**src/rtl/mult_div_unit.sv**
```systemverilog
// Iterative HI/LO multiply/divide unit. A single 32-iteration datapath is
// shared by shift-add multiply and restoring divide. Signed ops run on
// operand magnitudes, and the result signs are applied in FIX.
module mult_div_unit (
   input  logic        clk,
   input  logic        rst_n,
   input  logic        start,
   input  logic [1:0]  op,
   input  logic [31:0] a,
   input  logic [31:0] b,
   input  logic        hi_we,
   input  logic        lo_we,
   input  logic [31:0] wd,
   output logic        busy,
   output logic        done,
   output logic [31:0] hi,
   output logic [31:0] lo
);

   localparam int unsigned W    = 32;
   localparam int unsigned CW   = 5;
   localparam logic [CW-1:0] LAST = CW'(W - 1);

   typedef enum logic [1:0] {IDLE, RUN, FIX} state_t;

   state_t          state;
   logic            is_div;     // latched op[1]
   logic            neg_res;    // negate product / quotient
   logic            neg_rem;    // negate remainder
   logic            b_zero;     // divisor was zero at issue
   logic [W-1:0]    a_raw;      // raw dividend for divide-by-zero HI
   logic [W-1:0]    m_reg;      // multiplicand (mul) or divisor (div)
   logic [W-1:0]    q_reg;      // multiplier (mul) or dividend/quotient (div)
   logic [2*W-1:0]  acc;        // product (mul); remainder in [63:32] (div)
   logic [CW-1:0]   cnt;

   logic            op_signed;
   logic [W-1:0]    a_mag;
   logic [W-1:0]    b_mag;
   logic [W:0]      mul_sum;
   logic [W:0]      div_sh;
   logic [W:0]      div_diff;
   logic [2*W-1:0]  prod_fix;
   logic [W-1:0]    quot_fix;
   logic [W-1:0]    rem_fix;

   // Operand magnitudes, one iteration step and sign fix-up
   always_comb begin
      op_signed = ~op[0];
      a_mag     = (op_signed && a[W-1]) ? W'(-a) : a;
      b_mag     = (op_signed && b[W-1]) ? W'(-b) : b;
      mul_sum   = {1'b0, acc[2*W-1:W]} + (q_reg[0] ? {1'b0, m_reg} : (W+1)'(0));
      div_sh    = {acc[2*W-1:W], q_reg[W-1]};
      div_diff  = div_sh - {1'b0, m_reg};
      prod_fix  = neg_res ? (2*W)'(-acc) : acc;
      quot_fix  = neg_res ? W'(-q_reg) : q_reg;
      rem_fix   = neg_rem ? W'(-acc[2*W-1:W]) : acc[2*W-1:W];
   end

   // Control FSM, iteration datapath and HI/LO architectural registers
   always_ff @(posedge clk) begin
      if (!rst_n) begin
         state   <= IDLE;
         busy    <= 1'b0;
         done    <= 1'b0;
         hi      <= '0;
         lo      <= '0;
         cnt     <= '0;
         is_div  <= 1'b0;
         neg_res <= 1'b0;
         neg_rem <= 1'b0;
         b_zero  <= 1'b0;
         a_raw   <= '0;
         m_reg   <= '0;
         q_reg   <= '0;
         acc     <= '0;
      end else begin
         done <= 1'b0;
         case (state)
            IDLE: begin
               if (hi_we) hi <= wd;
               if (lo_we) lo <= wd;
               if (start) begin
                  is_div  <= op[1];
                  m_reg   <= op[1] ? b_mag : a_mag;
                  q_reg   <= op[1] ? a_mag : b_mag;
                  neg_res <= op_signed & (a[W-1] ^ b[W-1]);
                  neg_rem <= op_signed & a[W-1];
                  b_zero  <= (b == '0);
                  a_raw   <= a;
                  acc     <= '0;
                  cnt     <= '0;
                  busy    <= 1'b1;
                  state   <= RUN;
               end
            end
            RUN: begin
               if (is_div) begin
                  if (!div_diff[W]) begin
                     acc[2*W-1:W] <= div_diff[W-1:0];
                     q_reg        <= {q_reg[W-2:0], 1'b1};
                  end else begin
                     acc[2*W-1:W] <= div_sh[W-1:0];
                     q_reg        <= {q_reg[W-2:0], 1'b0};
                  end
               end else begin
                  acc   <= {mul_sum, acc[W-1:1]};
                  q_reg <= {1'b0, q_reg[W-1:1]};
               end
               cnt <= cnt + CW'(1);
               if (cnt == LAST) state <= FIX;
            end
            FIX: begin
               if (!is_div) begin
                  hi <= prod_fix[2*W-1:W];
                  lo <= prod_fix[W-1:0];
               end else if (b_zero) begin
                  hi <= a_raw;
                  lo <= '1;
               end else begin
                  hi <= rem_fix;
                  lo <= quot_fix;
               end
               done  <= 1'b1;
               busy  <= 1'b0;
               cnt   <= '0;
               state <= IDLE;
            end
            default: state <= IDLE;
         endcase
      end
   end

endmodule

```
**config.mk**
```make
export PLATFORM = sky130hd
export DESIGN_NAME = mult_div_unit
export DESIGN_NICKNAME = d
export VERILOG_FILES = /design/src/rtl/mult_div_unit.sv
export SDC_FILE = /design/constraint.sdc
export NUM_CORES = 1
export LEC_CHECK = 0
export CELL_PAD_IN_SITES_DETAIL_PLACEMENT = 0
export CELL_PAD_IN_SITES_GLOBAL_PLACEMENT = 1
export CORE_MARGIN = 4
export CORE_UTILIZATION = 35
export CTS_CLUSTER_DIAMETER = 60
export DETAILED_ROUTE_END_ITERATION = 12
export PLACE_DENSITY_LB_ADDON = 0.1
export SYNTH_ARGS = -nofsm -noshare
export SYNTH_HDL_FRONTEND = slang
export SYNTH_SLANG_ARGS = --single-unit
```
**constraint.sdc**
```tcl
create_clock -name clk -period 8.8 [get_ports clk]
set_input_delay 1.32 -clock clk [delete_from_list [all_inputs] [get_ports clk]]
set_output_delay 1.32 -clock clk [all_outputs]
set_load 0.005 [all_outputs]
```
Yosys cells after proc, flatten, opt, wreduce, memory -nomap -nowiden

Cells that the tools add are included.

Flip-flop bits (word level): 237
Output and inout bits: 66
Word-level logic and storage cells: 83

$add $sub $neg: 8
Equal/unequal tests: 8
Mux-type cells: 33
Bitwise gates (word level): 4
Reduce and logical (&&, ||, !) cells: 15

Operator list:

| kind                                                            | count |
|---|---|
| 32-bit 2-to-1 mux                                               | 18 |
| 32-bit case mux with 2 select lines                             | 3 |
| 64-bit 2-to-1 mux                                               | 2 |
| 32-bit negator                                                  | 4 |
| 64-bit case mux with 2 select lines                             | 1 |
| 64-bit negator                                                  | 1 |
| 32-bit by 32-bit adder with 33-bit output                       | 1 |
| 33-bit by 32-bit subtractor with 33-bit output                  | 1 |
| 32-bit zero test                                                | 1 |
| 5-bit case mux with 3 select lines                              | 1 |
| 2-bit AND reduction                                             | 7 |
| 2-bit inequality test, second input constant                    | 5 |
| 5-bit by 1-bit adder with 5-bit output, second input constant   | 1 |
| 5-bit == test, second input constant                            | 1 |
| 5-bit 2-to-1 mux                                                | 1 |
| 2-bit 2-to-1 mux                                                | 2 |
| 2-bit case mux with 2 select lines                              | 1 |
| 2-bit nonzero test                                              | 2 |
| 1-bit 2-to-1 mux                                                | 3 |
| 3-bit AND reduction                                             | 1 |
| 3-bit nonzero test                                              | 1 |
| 1-bit bitwise AND                                               | 2 |
| 2-bit by 1-bit == test with 1-bit output, second input constant | 1 |
| 2-bit == test, second input constant                            | 1 |
| other kinds (5)                                                 | 6 |

Depth between registers and ports, before layout

Gate-level depths: netlist (run 1).

Depth in word-level cells: 6
Gate-level depth with buffers: 15
Mapped depth without buffers: 13

Worst setup path before layout (run 1)

OpenSTA, ideal clock, no wires.

Path kind: input to register
Start: input b[8]
End: register q_reg[30]
Library setup time: 0.131 ns
Arrival time: 3.540 ns
Data required time: 8.669 ns
Setup slack: 5.129 ns
Stages on the path: 9
Buffers on the path: 0
Cells stage by stage: or4_1 or4_4 nor3b_2 nand3_1 o31a_1 xnor2_1 o22ai_1 a21oi_1 a21oi_1

Longest elaborated chain between the ends: 5

RTL lines:

| item                                | line | RTL |
|---|---|---|
| from (decl)                         | 10   | `input logic [31:0] b,` |
| 32-bit negator                      | 51   | `b_mag = (op_signed && b[W-1]) ? W'(-b) : b;` |
| 32-bit 2-to-1 mux                   | 51   |  |
| 32-bit 2-to-1 mux                   | 86   | `q_reg <= op[1] ? a_mag : b_mag;` |
| 32-bit 2-to-1 mux                   | 83   | `if (start) begin` |
| 32-bit case mux with 2 select lines | 79   | `case (state)` |
| to (signal assigned)                | 86   |  |
| to (signal assigned)                | 101  | `q_reg <= {q_reg[W-2:0], 1'b1};` |
| to (signal assigned)                | 104  | `q_reg <= {q_reg[W-2:0], 1'b0};` |
| to (decl)                           | 33   | `logic [W-1:0] q_reg;` |

Every way passes these cells. The select of a mux whose other input is x is not followed.
A chain may end at the register's enable or synchronous reset.

Final worst setup path (run 1)

Start: register acc[32]
End: register acc[33]

Longest elaborated chain between the ends: 4
Elaborated cells on any way between the ends: 5

RTL lines:

| item                                           | line | RTL |
|---|---|---|
| from (decl)                                    | 34   | `logic [2*W-1:0] acc;` |
| from (signal, indexed assignment)              | 100  | `acc[2*W-1:W] <= div_diff[W-1:0];` |
| from (signal, indexed assignment)              | 103  | `acc[2*W-1:W] <= div_sh[W-1:0];` |
| from (signal assigned)                         | 107  | `acc <= {mul_sum, acc[W-1:1]};` |
| 33-bit by 32-bit subtractor with 33-bit output | 54   | `div_diff = div_sh - {1'b0, m_reg};` |
| 32-bit 2-to-1 mux                              | 99   | `if (!div_diff[W]) begin` |
| 32-bit 2-to-1 mux (*)                          | 98   | `if (is_div) begin` |
| 64-bit case mux with 2 select lines (*)        | 79   |  |

Mark *: on every way between the ends. The rest lies on a longest branch, timed or not.

==> results list, run 1 <==
- Summing the areas of all fa, ha and maj instances in the mapped netlist gives between 4 and 5% of the synthesized area.
- Sequential cell area: 4750 um2
- Clk Tree Root Cell: clkbuf_16
- For this run, the total global-route usage over all layers was measured as between 20% and 30%.
* Total of endpoints with negative setup slack in the final report: 0
- Portion of netlist area occupied by mux cells: 5.22%
- The clock drives between 200 and 250 sinks.
- Filler Cells Inserted: 5,483
* Number of antenna violations at the first check in global routing: 1
- Post-Route Utilization: between 40% and 50%
- The min-delay analysis places its worst path in the category reg2reg.
* Fmax achieved: roughly 230 MHz
* Area taken by multi-input logic gates: around 13,000 um2
- First-pass GRT wire length: 115,000 um
* DRC viols: 0
* CTS buffer count: 36
- Number of antenna-violating nets in the routed design: 0
* Detailed-route wire length: 78,700 um
- Final HPWL from detailed placement: about 59,000 um
- Final hold analysis gives a worst-case slack of between 400 and 500 ps.
- Power density over the cells: approximately 160 nW/um2
- Post-CTS clock slew at the launch and capture registers of the worst setup and hold paths: 50 ps
- Post-synthesis compound-gate area fraction: 28.5%
- Summed over all nets, the switching power comes to between 1000 and 1500 uW.
- Among all flip-flop cells after synthesis, the most frequent one is dfxtp_1.
* Antenna cell count: 0
- Area after detailed placement: 20,700 um2
- The final number of max-transition violations is 0.
- Tot Pwr: between 3000 and 4000 uW
- For this run, the post-layout net count is ~2,700.
- The clock reaches the later pin of the worst-skew pair after 560 ps.
- Number of maximum-capacitance constraint violations: 0
- Number of core rows: 84
* Per-instance average area after synthesis: 7.39 um2
* P_int: approximately 2400 uW
- The setup path with the least slack is of type reg2reg.
* Largest register by flop count: acc
* H-tree depth: 2
- Crit share post-route: between 50% and 60%
- The register with the most flip-flops in the layout has 64 of them.
* RSZ-0062 raised after global routing: no
- Cells after Synth: about 2,500
* Hold buffer count at CTS: 0
* Minimum clock period after layout: between 4000 and 5000 ps
* Effective utilization at floorplan: 35.5%
- Counting every net in the synthesized netlist gives 2,714.
- Commonest cells after routing, fill and taps aside: 288 x nand2_1, 235 x dfxtp_1, 226 x a21oi_1
- Reg2reg setup slack: 4390 ps
* Post-synth EDFFs: 0
- Router iterations before antenna repair: 5
* Vertical die dimension: approximately 240 um
* Final hold violation count: 0
- Maximum fanout along the worst path: 17
* CP startpoint kind: flip-flop
- Count of distinct cell types in the synthesized netlist: 86
- For this run the aggregate overflow at the end of global routing stands at 0.
- Adding up every negative setup slack in the final design gives 0 ps.
- Routed wirelength normalized by instance count: ~24 um
- Per report_power, the combinational group accounts for approximately a quarter of the total.
* Vias per cell: between 5 and 6
- Global placement routability congestion: around 0.9
- Count of state elements after synthesis: between 200 and 250
* Worst-case clock buffer depth: 3
* Worst Max-Slew Pin Slew: 1210 ps
- The number of gates resized after CTS was 0.
* Initial detailed-routing violation count: 1,640
- Via count: a little under 20,000
* Async set or reset register ratio after synthesis: 0%
- Number of top-level design ports: about 170
* Switching power as a share of total power: roughly a third
- After Yosys synthesis, and, or, nand and nor cells account for roughly 20% of the synthesized area.
* Leakage: ~0.0084 uW
- Netlist area before placement: around 19,000 um2
- Worst VDD drop: 0.000115 V
- By area, the combinational part of the netlist is dominated by compound AO/OA/AOI/OAI gates.
- The die covers between 50,000 and 60,000 um2.
- Entering global routing, the biggest net connects between 80 and 90 pins.
- Of the synthesized area, sequential elements account for around 25%.
- Registers are responsible for between 30% and 40% of the overall power.
* Setup crit end kind: flip-flop
* Buffers added on ports: roughly 170
* Synth-to-Final Area Change: 17.0%
* Placeable core area: ~53,000 um2
- Clock Power Share: 41.1%
* Area of all placed cells without fillers: between 20,000 and 25,000 um2
* Number of global-route vias before repair: 17,518
- After Yosys synthesis, XOR and XNOR cells account for 10.7% of the synthesized area.
* Arrival time worst endpoint: roughly 4800 ps
- Leaving out fill and tap cells, the most frequent cell in the layout is nand2_1.
- Clock skew on the completed layout was measured at roughly 31 ps.
* Run status: finished clean
* Clock tree from TritonCTS: yes
- Tightest slew margin relative to the limit: about a fifth
* Die boundary width: 240 um
- Total number of yosys warnings: 0
* Required time of the critical path: between 9000 and 10,000 ps
- The number of setup buffers added after CTS is 0.
- Ratio of cells with drive above 1 in the final layout: between 6 and 7%
==> power by group through the flow <==
stage                     registers, uW  clock network, uW  logic (uW)
after floorplan                    1200                  0         563
after global placement             1250                  0         869
after detailed placement           1250                  0         869
after CTS                          1230               1510         873
after global routing               1240               1550         956
final                              1230               1470         881
==> cells in the mapped netlist, types with 17 or more instances <==
master    instances  area share, %
or4_1            17           0.68
clkbuf_1        173            3.5
mux2i_1          81            4.3
a22oi_1          50            2.0
dfxtp_1         237             25
nand2b_1         27           0.90
ha_1             71            4.7
o21ai_0         222            5.9
nor2b_1          17           0.57
nand3_1          34           0.91
inv_1            74            1.5
o221ai_1         30            1.4
nand2_1         289            5.8
or2_2            19           0.63
nor3_1           40            1.1
or3_1            20           0.67
a211oi_1         27            1.1
o41ai_1          19           0.89
xor2_1           65            3.0
o211ai_1         54            2.2
nor2_1          222            4.4
a21oi_1         226            6.0
a31oi_1          54            1.8
xnor2_1         164            7.7
a21o_1           29            1.2
nand4_1          17           0.57
o31ai_1          38            1.5
==> worst max-delay path: stages, from the launching register on <==
cell and delay (ps):
dfxtp_1 490, inv_1 190, fa_1 460, nor2b_1 170
o2111a_1 250, nor4b_2 90, nor2_1 280, a211oi_1 190
o21ai_0 650, and3_1 660, buf_4 430, a211oi_1 130
a221o_1 290
==> per-stage QoR <==
| stage | setup slack, ps | std cells |
|---|---|---|
| 6_report | 4390 | 3280 |
| 5_1_grt | 4160 | 3280 |
| 4_1_cts | 4470 | 3280 |
| 3_5_place_dp | 4090 | 3218 |
| 3_3_place_gp | 3990 | 3218 |
| 2_1_floorplan | 5130 | 2538 |
==> kinds of logic (layout without fill, tap and decap cells) <==
family,count (synthesis),in the layout
compound gates,848,848
simple gates,780,780
buf+inv,275,329
flops,237,237
xor+xnor,229,229
mux,96,96
fa+ha+maj,73,73
==> path summary, 6_finish.rpt <==
path / start / endpoint / cells after the start
worst min register to register: a_raw[21] / a_raw[21] / 2
worst max register to register: acc[32] / acc[33] / 12
worst min-delay path: a_raw[21] / a_raw[21] / 2
worst max-delay path: acc[32] / acc[33] / 12
==> metal layers <==
| metal | global-route usage, % | up-vias | wire length [um] |
|---|---|---|---|
| li1 | - | 9241 | - |
| met1 | 39.1 | 9231 | 37600 |
| met2 | 37.3 | 753 | 32100 |
| met3 | 5.10 | 102 | 6040 |
| met4 | 9.45 | 2 | 2920 |
| met5 | 0 | - | 11 |
==> area by class of cell <==
class                   instances  share of cell area [%]
inverters                      75                    1.29
flip-flops and latches        237                    21.6
clock buffers                  47                    4.66
clock inverters                15                   0.849
well taps                     688                    3.92
multi-input cells            2026                    59.2
repair buffers                192                    8.43
Note: power is estimated with default switching activity, not from simulation.
==> inputs of run 2 (changes only) <==
Clock period 8.8 ns to 4.6 ns, I/O delays scaled along.
==> run 2 against run 1 <==
Wire length increased by 2.4%. Clock skew is 11 ps lower. Non-clock buffer count increased by 40. Sequential power grew 91%. Global-route usage is 0.67 points higher. Register-to-register slack got worse by 3800 ps. Via count increased by 1.4%. Core utilization is 0.76 points higher.
==> results list, run 2 (synthesis results as in run 1) <==
- The run finished with clean final reports.
* Setup crit end kind: flip-flop
- In the final design database the tool counted between 2,000 and 3,000 nets.
- Placeable core area: approximately 53,000 um2
- Compared with the post-synthesis result, the final layout area differs by 19.2%.
* Minimum clock period after layout: 3980 ps
* H-tree depth: 2
- Once the floorplan was initialized, standard cells occupied between 30% and 40% of the core.
- Crit share post-route: 86.5%
- At the worst endpoint, the required time is just over 5000 ps.
* Fmax achieved: around 250 MHz
- acc holds more flip-flops than any other register.
* RSZ-0062 raised after global routing: no
- TritonCTS built the clock tree.
- CP startpoint kind: flip-flop
* Routed wirelength normalized by instance count: ~24 um
- TritonCTS created 37 clock buffers.
* Vertical die dimension: 240 um
- The floorplan step defined a die boundary enclosing approximately 57,000 um2.
* Vias per cell: slightly below 6
* Number of gates resized after CTS: 0
- Across the run, the number of max-cap violations was 0.
* Maximum fanout along the worst path: 7
* Worst VDD drop: between 0.0002 and 0.00025 V
- Once detail routing completed, the nets flagged for antenna violations numbered 0.
- Initial detailed-routing violation count: 1,826
* First-pass GRT wire length: 118,000 um
- In the layout the commonest cells are 288 x nand2_1, 235 x dfxtp_1, 226 x a21oi_1.
- Number of top-level design ports: approximately 170
- Entering global routing, the biggest net connects slightly below 100 pins.
- Global placement routability congestion: a little under 1
- The min-delay analysis places its worst path in the category reg2reg.
- The number of global-route vias before repair was around 18,000.
* Number of clock sinks seen by CTS: between 200 and 250
* Number of slew-limit violations in the final report: 0
- Measured on the finished design, the core utilization comes to 42.3%.
- In this run the clock root is driven by a clkbuf_16.
- The register with the most flip-flops in the layout has 64 of them.
- The first detailed-routing pass took 5 iterations.
- Global-route usage over all layers: around 27%
- Die boundary width: 240 um
- Tightest slew margin relative to the limit: around 28%
* Leakage: roughly 0.0087 uW
* Gr ovfl total: 0
- The worst register-to-register path has a depth of 12.
- Clock skew on the completed layout was measured at 20.4 ps.
* Number of antenna violations at the first check in global routing: 0
- Post-CTS clock slew at the launch and capture registers of the worst setup and hold paths: around 60 ps
- The number of hold-slack violations in the final timing report was 0.
- Reg2reg setup slack: roughly 620 ps
* Buffers added on ports: around 170
* Via count: about 20,000
* Minimum setup slack in the final design: just over 600 ps
- After detailed routing, the number of remaining DRC violations is 0.
- In this run the post-CTS setup repair buffer count came out at 0.
- Counting instances, the worst hold path has a depth of 2.
* Most common cell after layout, fill and taps aside: nand2_1
* Total of endpoints with negative setup slack in the final report: 0
* Worst-case clock buffer depth: 3
- The routed design has 80,500 um of wire.
- Number of core rows: 84
* Kind of critical path: reg2reg
* Power density over the cells: around 320 nW/um2
* Arrival time worst endpoint: 4420 ps
* Ratio of cells with drive above 1 in the final layout: 7.59%
- The clock reaches the later pin of the worst-skew pair after between 500 and 600 ps.
- The wire-length estimate of the detail-placed layout is 61,500 um.
* Post-placement setup slack: 721 ps
- The repair_antennas step left the layout with diodes totalling 0.
* Hold buffer count at CTS: 0
- Worst Max-Slew Pin Slew: between 1000 and 1500 ps
- Tot Pwr: 7110 uW
- For the final routed database, the setup TNS stands at 0 ps.
run 2: changes by cell type in the layout (fill, tap and decap cells not counted), sizes merged:
| cell | previous run | this run |
|---|---|---|
| buf | 26 | 66 |
| bufinv | 3 | 6 |
| clkbuf | 47 | 45 |
| clkinvlp | 4 | 2 |
| inv | 77 | 81 |
run 2: worst paths after layout:
kind                                start         to
worst min register to register  m_reg[10]  m_reg[10]
worst max-delay path              acc[32]   q_reg[0]
worst min-delay path            m_reg[10]  m_reg[10]
worst max register to register    acc[32]   q_reg[0]
run 2: area by class of cell:
cell class              count  area (um2)
fillers                  5503       30500
multi-input cells        2026       13000
flip-flops and latches    237        4750
repair buffers            232        2160
clock buffers              45        1010
well taps                 688         861
clock inverters            20         295
inverters                  75         284
run 2: critical path, cell delays in order, from the launching register on:
cell and delay (ps):
dfxtp_1 530, inv_1 210, fa_1 480, nor2b_1 180
o2111a_1 250, nor4b_2 90, nor2_1 260, a211oi_1 160
o21ai_0 520, nand3_1 480, buf_4 330, a211o_1 290
o311ai_0 100
run 2: report_power, final:
group	switching (uW)	internal (uW)	leakage, uW
Combinational	1050	673	0.00610
Sequential	164	2180	0.00195
Clock	1130	1910	0.000634
run 2: per-stage QoR:
step                      std cells  instance area (um2)  hold slack (ps)
after floorplan                2538                18800              431
after CTS                      3323                22400              456
after detailed placement       3258                21100              449
after global routing           3323                22400              480
final                          3323                22400              452
after global placement         3258                21100              441
run 2: routing by layer:
| metal | GRT usage, % | wire (um) | vias up |
|---|---|---|---|
| li1 | - | - | 9348 |
| met1 | 39.7 | 38600 | 9396 |
| met2 | 39.1 | 33200 | 744 |
| met3 | 5.00 | 5750 | 113 |
| met4 | 9.25 | 2930 | 0 |
| met5 | 0 | 0 | - |
